`config.mk`:
```
export PLATFORM = sky130hd
export DESIGN_NAME = act_mem_arbiter
export DESIGN_NICKNAME = d
export VERILOG_FILES = /design/src/rtl/act_mem_pkg.sv /design/src/rtl/act_mem_arbiter_rr.sv /design/src/rtl/act_mem_arbiter.sv
export SDC_FILE = /design/constraint.sdc
export NUM_CORES = 1
export LEC_CHECK = 0
export ABC_CLOCK_PERIOD_IN_PS = 5900
export BUFFER_PORTS_ARGS = -buffer_cell sky130_fd_sc_hd__buf_2
export CAP_MARGIN = 30
export CORE_ASPECT_RATIO = 1.4
export CORE_MARGIN = 4
export CORE_UTILIZATION = 28
export CTS_CLUSTER_SIZE = 10
export DETAILED_ROUTE_END_ITERATION = 10
export PLACE_DENSITY = 0.66
export SLEW_MARGIN = 40
export SYNTH_ARGS = -nofsm -noshare
export SYNTH_HDL_FRONTEND = slang
export SYNTH_HIERARCHICAL = 1
export SYNTH_SLANG_ARGS = --single-unit
```
`constraint.sdc`:
```
create_clock -name clk -period 5.9 [get_ports clk]
set_input_delay 0.59 -clock clk [delete_from_list [all_inputs] [get_ports clk]]
set_output_delay 0.59 -clock clk [all_outputs]
set_load 0.01 [all_outputs]
```
`src/rtl/act_mem_pkg.sv`:
```
// Shared definitions for the activation-memory arbiter slice.
//   ACT_DW         default data width
//   ACT_AW         full request address width
//   ACT_BASIC_AW   width of the address the memory actually decodes
//   act_basic_addr maps a full address onto the decoded basic address
//                  {addr[15], addr[10:3]}; addresses differing only in the
//                  other bits alias onto the same memory word.
package act_mem_pkg;

  localparam int unsigned ACT_DW       = 16;
  localparam int unsigned ACT_AW       = 16;
  localparam int unsigned ACT_BASIC_AW = 9;

  function automatic logic [ACT_BASIC_AW-1:0] act_basic_addr(input logic [ACT_AW-1:0] addr);
    return {addr[15], addr[10:3]};
  endfunction

endpackage

```
`src/rtl/act_mem_arbiter_rr.sv`:
```
// rr_arbiter: single-grant round-robin arbiter with a registered pointer.
// The search starts at ptr and wraps; on a grant to index g the pointer moves
// to (g+1) mod NUM_REQ, otherwise it holds. While rst_n is low no grant is
// issued and the pointer is cleared at the clock edge.
// Ports:
//   clk          clock, posedge
//   rst_n        synchronous reset, active low
//   req          request vector
//   grant        one-hot-or-zero grant (combinational)
//   grant_valid  some request was granted this cycle
//   grant_id     index of the granted request
module rr_arbiter #(
  parameter int unsigned NUM_REQ = 4,
  localparam int unsigned IW     = $clog2(NUM_REQ)
) (
  input  logic               clk,
  input  logic               rst_n,
  input  logic [NUM_REQ-1:0] req,
  output logic [NUM_REQ-1:0] grant,
  output logic               grant_valid,
  output logic [IW-1:0]      grant_id
);

  logic [IW-1:0] ptr;
  int unsigned   idx;

  always_comb begin
    grant       = '0;
    grant_valid = 1'b0;
    grant_id    = '0;
    idx         = 0;
    if (rst_n) begin
      for (int unsigned off = 0; off < NUM_REQ; off++) begin
        idx = (32'(ptr) + off) % NUM_REQ;
        if (!grant_valid && req[idx]) begin
          grant_valid = 1'b1;
          grant_id    = idx[IW-1:0];
        end
      end
      if (grant_valid) begin
        grant[grant_id] = 1'b1;
      end
    end
  end

  always_ff @(posedge clk) begin
    if (!rst_n) begin
      ptr <= '0;
    end else if (grant_valid) begin
      ptr <= (grant_id == IW'(NUM_REQ - 1)) ? '0 : grant_id + 1'b1;
    end
  end

endmodule

```
`src/rtl/act_mem_arbiter.sv`:
```
// act_mem_arbiter: shares the single-write / single-read activation buffer
// between NUM_REQ requesters. Each cycle at most one write and one read are
// granted, each port with its own round-robin pointer. Read data returns one
// cycle after the grant, tagged with the requester id.
// Optional feature macro: ACT_ARB_BYPASS_EN -- when defined, a read and a
// write granted in the same cycle to the same basic address return the
// written data instead of the memory's pre-write data.
// Ports:
//   clk, rst_n              clock (posedge) and synchronous active-low reset
//   req_valid/req_we        per-requester valid and direction (1 = write)
//   req_addr/req_wdata      packed per-requester address / write data
//   req_ready               one-hot-or-zero grant, transfer = valid & ready
//   rsp_valid/rsp_id        read response valid and originating requester
//   rsp_data                read response data (0 when rsp_valid is low)
//   mem_we/mem_waddr/mem_wdata  memory write port
//   mem_addr/mem_rdata      memory read port (rdata registered in memory)
module act_mem_arbiter
  import act_mem_pkg::*;
#(
  parameter int unsigned NUM_REQ = 4,
  parameter int unsigned DW      = ACT_DW,
  parameter int unsigned AW      = ACT_AW,
  localparam int unsigned IW     = $clog2(NUM_REQ)
) (
  input  logic                  clk,
  input  logic                  rst_n,
  input  logic [NUM_REQ-1:0]    req_valid,
  input  logic [NUM_REQ-1:0]    req_we,
  input  logic [NUM_REQ*AW-1:0] req_addr,
  input  logic [NUM_REQ*DW-1:0] req_wdata,
  output logic [NUM_REQ-1:0]    req_ready,
  output logic                  rsp_valid,
  output logic [IW-1:0]         rsp_id,
  output logic [DW-1:0]         rsp_data,
  output logic                  mem_we,
  output logic [AW-1:0]         mem_waddr,
  output logic [DW-1:0]         mem_wdata,
  output logic [AW-1:0]         mem_addr,
  input  logic [DW-1:0]         mem_rdata
);

  logic [NUM_REQ-1:0] wr_grant;
  logic [NUM_REQ-1:0] rd_grant;
  logic               wr_valid;
  logic               rd_valid;
  logic [IW-1:0]      wr_id;
  logic [IW-1:0]      rd_id;
  logic               rsp_valid_q;
  logic [IW-1:0]      rsp_id_q;

  rr_arbiter #(.NUM_REQ(NUM_REQ)) u_wr_arb (
    .clk         (clk),
    .rst_n       (rst_n),
    .req         (req_valid & req_we),
    .grant       (wr_grant),
    .grant_valid (wr_valid),
    .grant_id    (wr_id)
  );

  rr_arbiter #(.NUM_REQ(NUM_REQ)) u_rd_arb (
    .clk         (clk),
    .rst_n       (rst_n),
    .req         (req_valid & ~req_we),
    .grant       (rd_grant),
    .grant_valid (rd_valid),
    .grant_id    (rd_id)
  );

  // Write and read candidate sets are disjoint, so the OR stays one-hot per port.
  assign req_ready = wr_grant | rd_grant;

  always_comb begin
    mem_we    = wr_valid;
    mem_waddr = '0;
    mem_wdata = '0;
    mem_addr  = '0;
    if (wr_valid) begin
      mem_waddr = req_addr[wr_id*AW +: AW];
      mem_wdata = req_wdata[wr_id*DW +: DW];
    end
    if (rd_valid) begin
      mem_addr = req_addr[rd_id*AW +: AW];
    end
  end

  always_ff @(posedge clk) begin
    if (!rst_n) begin
      rsp_valid_q <= 1'b0;
      rsp_id_q    <= '0;
    end else begin
      rsp_valid_q <= rd_valid;
      if (rd_valid) begin
        rsp_id_q <= rd_id;
      end
    end
  end

  // A response still registered when reset asserts is suppressed immediately,
  // so a read granted just before reset never shows rsp_valid.
  assign rsp_valid = rsp_valid_q & rst_n;
  assign rsp_id    = rsp_id_q;

`ifdef ACT_ARB_BYPASS_EN
  logic          hit_q;
  logic [DW-1:0] byp_data_q;

  always_ff @(posedge clk) begin
    if (!rst_n) begin
      hit_q      <= 1'b0;
      byp_data_q <= '0;
    end else begin
      hit_q <= rd_valid && wr_valid &&
               (act_basic_addr(mem_addr) == act_basic_addr(mem_waddr));
      if (rd_valid && wr_valid) begin
        byp_data_q <= mem_wdata;
      end
    end
  end

  assign rsp_data = !rsp_valid ? '0 : (hit_q ? byp_data_q : mem_rdata);
`else
  assign rsp_data = rsp_valid ? mem_rdata : '0;
`endif

endmodule

```
---- After elaboration in Yosys (flattened, before gate mapping) ----
Cells that the tools add are included.
storage, ports and cells
  bits of input ports ..................... 154
  logic and storage cells ................. 108
  output and inout bits ................... 72
  register bits ........................... 7
cells by class
  eq/ne operators ......................... 2
  magnitude comparators ................... 12
  add/sub/neg operators ................... 8
  multiplexer cells ....................... 60
  bitwise operators ....................... 5
  reduce and logical (&&, ||, !) cells .... 14
  shift operators ......................... 3
operators with widths
  cell                                                         number
  indexed part select 64 x 7 -> 16 bit                         3
  two-way mux 16 bit                                           4
  less-than comparator 2 x 3 -> 1 bit (second input constant)  10
  two-way mux 1 bit                                            28
  two-way mux 2 bit                                            14
  binary-select mux 1 bit (select 2 bit)                       8
  two-way mux 4 bit                                            4
  adder 2 x 1 -> 2 bit (second input constant)                 4
  adder 2 bit (second input constant)                          4
  bitwise AND 4 bit                                            2
  logical AND 1 bit                                            8
  zero test 1 bit                                              6
  demux 1 bit (select 2 bit)                                   2
  equality test 2 bit (second input constant)                  2
  >= comparator 2 x 1 -> 1 bit (second input constant)         2
  inverter 4 bit                                               1
  bitwise OR 4 bit                                             1
  bitwise AND 1 bit                                            1

---- Depth between registers and ports, before layout ----
Gate-level depths: netlist of run 1.
  depth after elaboration ................. 25
  depth in mapped cells ................... 10
  gate-level depth less buffers ........... 8

---- Cells and area by module ----
The synthesis of run 1 kept the hierarchy.
by module, submodules not included
  module           cells each  instances  seq. area each (um^2)  area each (um^2)
  act_mem_arbiter  208         1          60.1                   1,804.2
  rr_arbiter       28          2          40.0                   196.4

---- Worst setup path before layout of run 1 ----
Ideal clock, no wire load.
  path type ............................... input to output
  from .................................... input req_we[0]
  to ...................................... output mem_waddr[0]
  stages on the path ...................... 9
  data required time ...................... 5.310 ns
  setup slack ............................. 2.962 ns
  buffers on the path ..................... 1
  arrival time ............................ 2.348 ns
  cells stage by stage .................... and2_1 or4_1 nand2_1 inv_1 nand2_1 inv_1 or2b_4 clkbuf_8 o22ai_1
on the way
  elaborated cells on any way between the ends .. 32
  those cells by class .................... shift: 1; mux: 24; bitwise: 1; reduce/logical: 6
RTL lines
  what                                     line                      text
  start: declaration                       act_mem_arbiter.sv:28     input logic [NUM_REQ-1:0] req_we,
  bitwise AND 4 bit (*)                    act_mem_arbiter.sv:54     .req (req_valid & req_we),
  binary-select mux 1 bit (select 2 bit)   act_mem_arbiter_rr.sv:35  if (!grant_valid && req[idx]) begin
  two-way mux 1 bit (not written as such)  act_mem_arbiter_rr.sv:35
  two-way mux 1 bit                        act_mem_arbiter_rr.sv:35
  two-way mux 1 bit                        act_mem_arbiter_rr.sv:32  if (rst_n) begin
  zero test 1 bit                          act_mem_arbiter_rr.sv:35
  logical AND 1 bit                        act_mem_arbiter_rr.sv:35
  two-way mux 1 bit                        act_mem_arbiter_rr.sv:35
  [... 3 more ...]                         -
  two-way mux 1 bit                        act_mem_arbiter_rr.sv:35
  two-way mux 1 bit                        act_mem_arbiter_rr.sv:32
  zero test 1 bit                          act_mem_arbiter_rr.sv:35
  logical AND 1 bit                        act_mem_arbiter_rr.sv:35
  two-way mux 1 bit (*)                    act_mem_arbiter_rr.sv:35
  two-way mux 1 bit (*) (2 in series)      act_mem_arbiter_rr.sv:32
  net mem_we                               act_mem_arbiter.sv:35     output logic mem_we,
  two-way mux 16 bit (*)                   act_mem_arbiter.sv:77     if (wr_valid) begin
  end: declaration                         act_mem_arbiter.sv:36     output logic [AW-1:0] mem_waddr,
Mark *: on every way through the listed nets, which the timed path passes. The rest lies on a longest branch. The select of a mux whose other input is x is not followed.

---- Final worst setup path of run 1 ----
  from .................................... input req_we[0]
  to ...................................... output mem_wdata[0]
on the way
  cells in the longest elaborated chain, start to end .. 20
  elaborated cells on any way between the ends .. 32
  those cells by class .................... shift: 1; mux: 24; bitwise: 1; reduce/logical: 6
ends and longest elaborated chain
  what                                      line                      text
  bitwise AND 4 bit (*)                     act_mem_arbiter.sv:54
  binary-select mux 1 bit (select 2 bit)    act_mem_arbiter_rr.sv:35
  two-way mux 1 bit (not written as such)   act_mem_arbiter_rr.sv:35
  two-way mux 1 bit                         act_mem_arbiter_rr.sv:35
  two-way mux 1 bit                         act_mem_arbiter_rr.sv:32
  zero test 1 bit                           act_mem_arbiter_rr.sv:35
  logical AND 1 bit                         act_mem_arbiter_rr.sv:35
  two-way mux 1 bit                         act_mem_arbiter_rr.sv:35
  [... 4 more ...]                          -
  two-way mux 1 bit                         act_mem_arbiter_rr.sv:32
  zero test 1 bit                           act_mem_arbiter_rr.sv:35
  logical AND 1 bit                         act_mem_arbiter_rr.sv:35
  two-way mux 2 bit (*)                     act_mem_arbiter_rr.sv:35
  two-way mux 2 bit (*) (2 in series)       act_mem_arbiter_rr.sv:32
  net wr_id[0]                              act_mem_arbiter.sv:46     logic [IW-1:0] wr_id;
  indexed part select 64 x 7 -> 16 bit (*)  act_mem_arbiter.sv:79     mem_wdata = req_wdata[wr_id*DW +: DW];
  two-way mux 16 bit (*)                    act_mem_arbiter.sv:77
  end: declaration                          act_mem_arbiter.sv:37     output logic [DW-1:0] mem_wdata,
Marks and branches as above.

==> results of run 1 <==
## sequential cells by signal, summed over array words and instances, names as in the netlist
register      flops
rsp_id            2
u_rd_arb/ptr      2
u_wr_arb/ptr      2
rsp_valid_q       1
## report_power, final
part	internal, mW	switching [mW]	total (mW)
Sequential	0.0529	0.00722	0.0601
Clock	0.0469	0.0218	0.0687
Combinational	0.152	0.157	0.308
Total	0.251	0.186	0.437
## logic make-up after synthesis
| family | synth area share, % |
|---|---|
| compound gates | 19.02 |
| xor+xnor | 0.7974 |
| buf+inv | 12.30 |
| flops | 6.378 |
| mux | 45.10 |
| simple gates | 16.40 |
## layout make-up
class	count	area [sq um]
inverters	8	32.53
fillers	806	4402
repair buffers	227	1166
clock buffers	4	45.04
flip-flops and latches	7	140.1
well taps	100	125.1
multi-input cells	226	1792
## cell usage in the layout, fill, tap and decap left out
cell and count:
a311oi_2 2, nor3_1 2, nor2b_1 5, o2bb2a_1 2, and3_1 18, clkbuf_8 3
inv_1 7, nand2_1 5, buf_12 2, o22ai_1 48, nand2b_1 6, a21oi_1 8
inv_4 1, and2_4 1, mux2i_1 99, nor3b_1 2, or4_1 2, a21boi_0 1
nor2_1 4, dfxtp_1 7, o21ai_0 4, xnor2_1 2, and2b_1 2, or2_2 4
clkbuf_1 1, nand2_2 1, buf_2 225, or2b_4 1, and2_1 7
## worst min-delay path by stage
stage                                       from                     end  slack, ps
after floorplan           rsp_id[1]$_SDFFE_PN0P_  rsp_id[1]$_SDFFE_PN0P_        500
after global placement    rsp_id[1]$_SDFFE_PN0P_  rsp_id[1]$_SDFFE_PN0P_        460
after detailed placement  rsp_id[1]$_SDFFE_PN0P_  rsp_id[1]$_SDFFE_PN0P_        480
after CTS                 rsp_id[1]$_SDFFE_PN0P_  rsp_id[1]$_SDFFE_PN0P_        490
after global routing      rsp_id[1]$_SDFFE_PN0P_  rsp_id[1]$_SDFFE_PN0P_        540
final                     rsp_id[1]$_SDFFE_PN0P_  rsp_id[1]$_SDFFE_PN0P_        500
## worst max-delay path: cells and delay by family
family | cells | cell delay (ps)
buf+inv | 4 | 460
compound gates | 1 | 190
simple gates | 5 | 1530
## per-layer routing
layer | track usage (%) | wire length [um] | part of all wire [%] | up-vias
met3 | 2.986 | 602 | 7.0 | 14
met2 | 32.87 | 4703 | 54 | 140
li1 | - | - | - | 1430
met4 | 4.144 | 172 | 2.0 | 0
met5 | 0 | 0 | 0 | -
met1 | 18.65 | 3182 | 37 | 1344
## metrics by stage
step	power (mW)	cells
finish	0.4371	572
floorplan	0.2662	264
CTS	0.4408	572
global route	0.4734	572
detailed placement	0.3698	568
global placement	0.3596	566
==> results.cfg, run 1 <==
[grt]
grt_pass1_wl_um = 13720
grt_pass1_vias = 2950
grt_max_degree = 34
grt_antenna_before_repair = 0
overflow = 0
grtUsageTotal_pct = 16.88

[synth]
synth_cells = 264
synth_top_cell_by_area = mux2i_1
synth_cell_types = 29
seq_area_frac_synth_pct = 6.378
syn_nets = 418
synth-edff-count = 0
synth_flop_cell = dfxtp_1
yosysMostFrequentCell = mux2i_1
yosysWarnings = 6
synthTopCellsByCount = mux2i_1, o22ai_1, and3_1
synthesis.area_sq_um = 2197
synthArstFlopShare_pct = 0
synth_area_leaders = mux2i_1, o22ai_1, dfxtp_1, and3_1, buf_6
synth.avg_cell_area_sq_um = 8.322
yosys_register_bits = 7
yosysTopAreaCellShare_pct = 45.10

[pwr]
powerDensity_nw_per_um2 = 132.4
power.leakage_nw = 1.734
ir_worst_vdd_uv = 114.9

[routing]
postRouteAntennaNets = 0
drtIter0Drc = 90
vias = 2928
first_pass_iters = 4
postRouteWirelength_um = 8661
vias_per_cell = 5.119
drc = 0
wire_per_inst_um = 15.14

[hold_path]
hold_class = reg2reg
min_path_cells = 2

[place]
dpl_cell_area_sq_um = 3256
pre_cts_ws_ps = 2538
io_buffers = 225
gp_congestion = 0.9068
dp_hpwl_um = 6975

[sta]
fin_worst_skew_ps = 0.3492
fmax_mhz = 296.6
maxSlewHeadroom_pct = 51.50
period_minus_slack_ps = 3372
tns_ps = 0
finalSetupViolCount = 0
maxSlewViolCount = 0
rsz0062_at_grt = no
tightest_slew_ps = 727.5
postLayoutSetupSlackWorst_ps = 2528
fin_crit_sh_pct = 57.14
finalHoldViolCount = 0
hold_slack_ps = 495.0

[cells_and_area]
area_delta_synth_final_pct = 50.23
finalInstanceArea_sq_um = 3301
post-route-util_pct = 42.85
diodes = 0
drive_gt1_share_pct = 50.85
fin_nets = 627

[floorplanning]
die_w_um = 82.87
rows = 38
design.die.area_sq_um = 9348
dieHeight_um = 112.8
io_pins = 226
initial_utilization_pct = 28.53
core_sq_um = 7702

[worst_setup_path]
cp_cell_sequence = buf_2 -> and2_1 -> or4_1 -> nand2_1 -> inv_1 -> nand2_1 -> inv_1 -> nand2_2 -> o22ai_1 -> buf_2
timing.rr.end = rsp_id[0]$_SDFFE_PN0P_
worstPathArrival_ps = 2780
critPathKind = in2out
cp-startpoint = req_we[0]
reg2regPathDepth = 7
required_ps = 5310
reg2reg_slack_ps = 3780
cp_max_fo = 32
r2r-start = u_rd_arb/ptr[1]$_SDFFE_PN0P_
cp_slowest_stage_delay_ps = 580
start_kind = input port
crit_end = mem_wdata[0]
slowest_stage = or4_1
endpoint_kind = output port

[clocking]
cts_root_buffer = clkbuf_8
post-cts-setup-buffers = 0
cts.path.max_buffers = 2
cts.htree.levels = 1
cts_buffers = 3
cts.clk_slew.worst_paths_ps = 40
cts_sinks = 7
insertion_delay_ps = 230
tritoncts = yes
ctsHoldBuffers = 0
cts-resized-gates = 0

[status]
status = completed

[flow_run]
cap_violations = 0
(Power assumes the default switching activity.)
==> run 2, diff against run 1 <==
ABC_AREA = 1   (was unset)
ABC_CLOCK_PERIOD_IN_PS = 2800   (was 5900)
PLACE_DENSITY = unset   (was 0.66)
clock period = 2.8 ns   (was 5.9 ns; I/O delays follow)
==> results.cfg, run 2 <==
[status]
status = completed

[synth]
synth.avg_cell_area_sq_um = 4.625
synthTopCellsByCount = nand2_1, inv_1, nand3_1, a21oi_1, nor2_1
synth-edff-count = 0
synth_area_leaders = nand2_1, inv_1, nand3_1, a21oi_1, buf_6
synthArstFlopShare_pct = 0
synth_cell_types = 22
syn_nets = 886
yosysWarnings = 6
synth_flop_cell = dfxtp_1
yosysTopAreaCellShare_pct = 28.71
synth_cells = 732
yosys_register_bits = 7
synth_top_cell_by_area = nand2_1
yosysMostFrequentCell = nand2_1
synthesis.area_sq_um = 3386
seq_area_frac_synth_pct = 4.139

[pwr]
powerDensity_nw_per_um2 = 1082
ir_worst_vdd_uv = 665.6
power.leakage_nw = 3.278
power_mw = 5.097

[floorplanning]
rows = 47
initial_utilization_pct = 28.64
die_w_um = 100.9
dieHeight_um = 138.1
design.die.area_sq_um = 13940
core_sq_um = 11820
io_pins = 226

[place]
pre_cts_ws_ps = 263.8
dpl_cell_area_sq_um = 4544
dpl.cell_count = 1080
io_buffers = 225
gp_congestion = 0.8868
dp_hpwl_um = 10420

[clocking]
insertion_delay_ps = 240
tritoncts = yes
cts_buffers = 3
cts_root_buffer = clkbuf_16
ctsHoldBuffers = 0
cts.path.max_buffers = 2
cts.htree.levels = 1
cts.clk_slew.worst_paths_ps = 40
cts_sinks = 7

[routing]
drc = 0
drtIter0Drc = 180
vias_per_cell = 4.500
wire_per_inst_um = 12.26
postRouteWirelength_um = 13330
vias = 4896
postRouteAntennaNets = 0
first_pass_iters = 5

[grt]
grt_antenna_before_repair = 0
grt_pass1_vias = 4442
grtUsageTotal_pct = 17.63
grt_max_degree = 46
overflow = 0
grt_pass1_wl_um = 20610

[sta]
rsz0062_at_grt = no
maxSlewHeadroom_pct = 63.47
fin_crit_sh_pct = 93.79
tightest_slew_ps = 547.4
postLayoutSetupSlackWorst_ps = 173.8
hold_slack_ps = 401.3
finalHoldViolCount = 0
period_minus_slack_ps = 2626
finalSetupViolCount = 0
fmax_mhz = 380.8
maxSlewViolCount = 0
fin_worst_skew_ps = 5.634
tns_ps = 0

[cells_and_area]
drive_gt1_share_pct = 31.67
finalInstanceArea_sq_um = 4708
fin_nets = 1096
fillers = 1403
post-route-util_pct = 39.83
diodes = 0
stdcell_count = 1088
layout_commonest_cell = nand2_1
area_delta_synth_final_pct = 39.06
final_cell_mix = nand2_1, buf_2, inv_1, nand3_1, a21oi_1

[worst_setup_path]
reg2reg_slack_ps = 1030
cp_max_fo = 20
required_ps = 2520
worstPathArrival_ps = 2350
critPathKind = reg2out
endpoint_kind = output port
start_kind = flip-flop

[flow_run]
cap_violations = 0

[hold_path]
hold_class = in2reg
-- run 2: worst max-delay path: stages (launching register included) --
cell and delay (ps):
dfxtp_1 330, buf_4 180, nand2_1 80, nand2_2 110, nand2_2 60, nand2_2 90
nor2_2 50, nand3_2 70, nand2_2 100, nor2_4 230, buf_4 300, nor3_1 80
or2_2 270, buf_2 140
-- run 2: final timing paths --
path,to,startpoint,cells past startpoint
max reg2reg,u_rd_arb/ptr[1]$_SDFFE_PN0P_,u_rd_arb/ptr[1]$_SDFFE_PN0P_,12
min,u_wr_arb/ptr[1]$_SDFFE_PN0P_,rst_n,3
max,req_ready[0],u_wr_arb/ptr[0]$_SDFFE_PN0P_,13
min reg2reg,rsp_id[0]$_SDFFE_PN0P_,rsp_id[0]$_SDFFE_PN0P_,2
-- run 2: kinds of logic (layout without fill, tap and decap cells) --
kind of cell           count (synthesis)  count (layout)  synth area share [%]
AND/OR/NAND/NOR                      446             446                 57.76
flip-flops                             7               7                 4.139
buffers and inverters                223             432                 29.82
AO/OA/AOI/OAI                         56              56                 8.278
-- run 2: report_power, final --
part	leakage [nW]	switching, mW	total, mW	internal (mW)
Clock	0.0409	0.0636	0.252	0.188
Combinational	3.18	2.92	4.64	1.72
Sequential	0.0591	0.0532	0.202	0.149
Total	3.28	3.04	5.10	2.06
-- run 2: repair_timing --
| action | CTS | global route |
|---|---|---|
| gates resized for setup | 0 | 17 |
| endpoints found under the setup margin | 0 | 46 |
| buffers inserted | 0 | 3 |
-- run 2: cell type report --
| type | instances | area, sq um | area share, % |
|---|---|---|---|
| Multi-Input combinational cell | 502 | 2236 | 47.49 |
| Timing Repair Buffer | 242 | 1358 | 28.83 |
| Tap cell | 147 | 183.9 | 3.906 |
| Inverter | 186 | 705.7 | 14.99 |
| Sequential cell | 7 | 145.1 | 3.083 |
| Clock buffer | 3 | 75.07 | 1.594 |
| Clock inverter | 1 | 5.005 | 0.1063 |
-- run 2: per-layer routing --
metal | part of all wire (%) | track usage, %
met4 | 3.1 | 6.092
met1 | 39 | 21.07
met5 | 0 | 0
met3 | 7.3 | 1.462
met2 | 51 | 32.25
==> run 3, diff against run 2 <==
CORE_ASPECT_RATIO = 2   (was 1.4)
REMOVE_ABC_BUFFERS = 1   (was unset)
==> results.cfg, run 3 (synthesized netlist as in run 2, its figures left out) <==
[status]
status = completed

[floorplanning]
io_pins = 226
dieHeight_um = 163.5
core_sq_um = 11770
design.die.area_sq_um = 14020
initial_utilization_pct = 28.76
die_w_um = 85.76
rows = 56

[worst_setup_path]
crit_family = simple AND/OR/NAND/NOR gates
critical_path_cell_count = 16
start_kind = flip-flop
r2r-start = u_wr_arb/ptr[1]$_SDFFE_PN0P_
endpoint_kind = output port
crit_path_frequent_cell = nand2_1
reg2reg_slack_ps = 860
cp-startpoint = u_wr_arb/ptr[1]$_SDFFE_PN0P_
required_ps = 2520
timing.rr.end = u_wr_arb/ptr[1]$_SDFFE_PN0P_
worstPathArrival_ps = 2330
cp_cell_sequence = inv_2 -> nand2_1 -> nand2_2 -> nand2_1 -> nand2_1 -> nand2_1 -> nand2_1 -> nand2_1 -> nand2_2 -> nor2_4 -> inv_6 -> buf_12 -> nand2_1 -> nand3_1 -> a21oi_1 -> buf_2
cp_max_fo = 31
crit_end = mem_wdata[12]
critPathKind = reg2out
critPathBufInv = 4
cp_slowest_stage_delay_ps = 400
slowest_stage = dfxtp_2
reg2regPathDepth = 15

[routing]
vias = 4897
first_pass_iters = 4
drtIter0Drc = 261
wire_per_inst_um = 13.25
postRouteAntennaNets = 0
drc = 0
postRouteWirelength_um = 14410
vias_per_cell = 4.501

[sta]
finalSetupViolCount = 0
fin_crit_sh_pct = 93.29
tns_ps = 0
period_minus_slack_ps = 2612
maxSlewViolCount = 0
tightest_slew_ps = 555.8
finalHoldViolCount = 0
fin_worst_skew_ps = 2.013
fmax_mhz = 382.8
postLayoutSetupSlackWorst_ps = 187.8
maxSlewHeadroom_pct = 62.89

[clocking]
cts_sinks = 7
tritoncts = yes
cts.path.max_buffers = 2
cts_root_buffer = clkbuf_16
cts.htree.levels = 1
cts_buffers = 3
insertion_delay_ps = 230
cts.clk_slew.worst_paths_ps = 40

[cells_and_area]
drive_gt1_share_pct = 31.95
layout_commonest_cell = nand2_1
fin_nets = 1097
final_cell_mix = nand2_1, buf_2, inv_1, nand3_1, a21oi_1
area_delta_synth_final_pct = 38.77
stdcell_count = 1088

[grt]
grt_max_degree = 68
grt_antenna_before_repair = 0
grt_pass1_wl_um = 22070
grtUsageTotal_pct = 19.14
grt_pass1_vias = 4615
overflow = 0

[hold_path]
hold_class = in2reg
min_path_cells = 3

[place]
dp_hpwl_um = 11720
gp_congestion = 0.9265
dpl.cell_count = 1083
pre_cts_ws_ps = 193.6
io_buffers = 225

[pwr]
power.leakage_nw = 3.268
ir_worst_vdd_uv = 558.3
powerDensity_nw_per_um2 = 1087

[flow_run]
cap_violations = 0
[run 3: cell count changes in the layout (fill, tap and decap cells not counted), sizes merged]
| cell | previous run | this run |
|---|---|---|
| inv | 186 | 185 |
| diode | 0 | 1 |
| buf | 241 | 243 |
[run 3: layout make-up]
cell class,instances,area (sq um)
Fill cell,1405,7073
Antenna cell,1,2.502
Multi-Input combinational cell,502,2245
Inverter,186,713.2
Tap cell,145,181.4
Timing Repair Buffer,243,1330
Clock buffer,4,78.83
Sequential cell,7,147.6
[run 3: through the flow]
stage                     total power, mW  utilization, %  hold WS (ps)  area (sq um)
after floorplan                     3.045               -         377.6          3074
after global placement              4.771           38.80         554.9          4567
after detailed placement            4.811           38.80         557.9          4567
after CTS                           5.084           39.48         404.7          4647
after global routing                5.666           39.89         416.1          4696
final                               5.106           39.91         409.4          4698
[run 3: layer usage]
layer / global-route usage [%] / share of wire (%)
met5: 0 / 0
met3: 2.524 / 7.1
met4: 3.818 / 1.4
met1: 20.91 / 37
met2: 38.07 / 55
[run 3: timing repair]
item                                    4_1_cts  5_1_grt
resized for setup                             1       19
pin swaps                                     0        1
endpoints found under the setup margin       15       46
hold endpoints to repair                      0        0
hold buffers                                  0        0
setup buffers                                 0        0
[run 3: worst min-delay path by stage]
| stage | endpoint | slack, ps | start |
|---|---|---|---|
| after floorplan | rsp_valid_q$_SDFF_PN0_ | 380 | rst_n |
| final | rsp_valid_q$_SDFF_PN0_ | 410 | rst_n |
| after global placement | rsp_id[0]$_SDFFE_PN0P_ | 550 | rsp_id[0]$_SDFFE_PN0P_ |
| after CTS | rsp_valid_q$_SDFF_PN0_ | 400 | rst_n |
| after global routing | rsp_valid_q$_SDFF_PN0_ | 420 | rst_n |
| after detailed placement | rsp_id[0]$_SDFFE_PN0P_ | 560 | rsp_id[0]$_SDFFE_PN0P_ |
[run 3: tightest hold or removal path: stages]
cell and delay [ps]:
buf_2 190, nand2_1 100, inv_1 30
[run 3: power by group]
| part | leakage [nW] | total, mW | internal, mW | switching [mW] |
|---|---|---|---|---|
| sequential | 0.0594 | 0.219 | 0.153 | 0.0661 |
| combinational | 3.17 | 4.64 | 1.68 | 2.95 |
| clock | 0.0382 | 0.250 | 0.190 | 0.0596 |
| total | 3.27 | 5.11 | 2.03 | 3.08 |
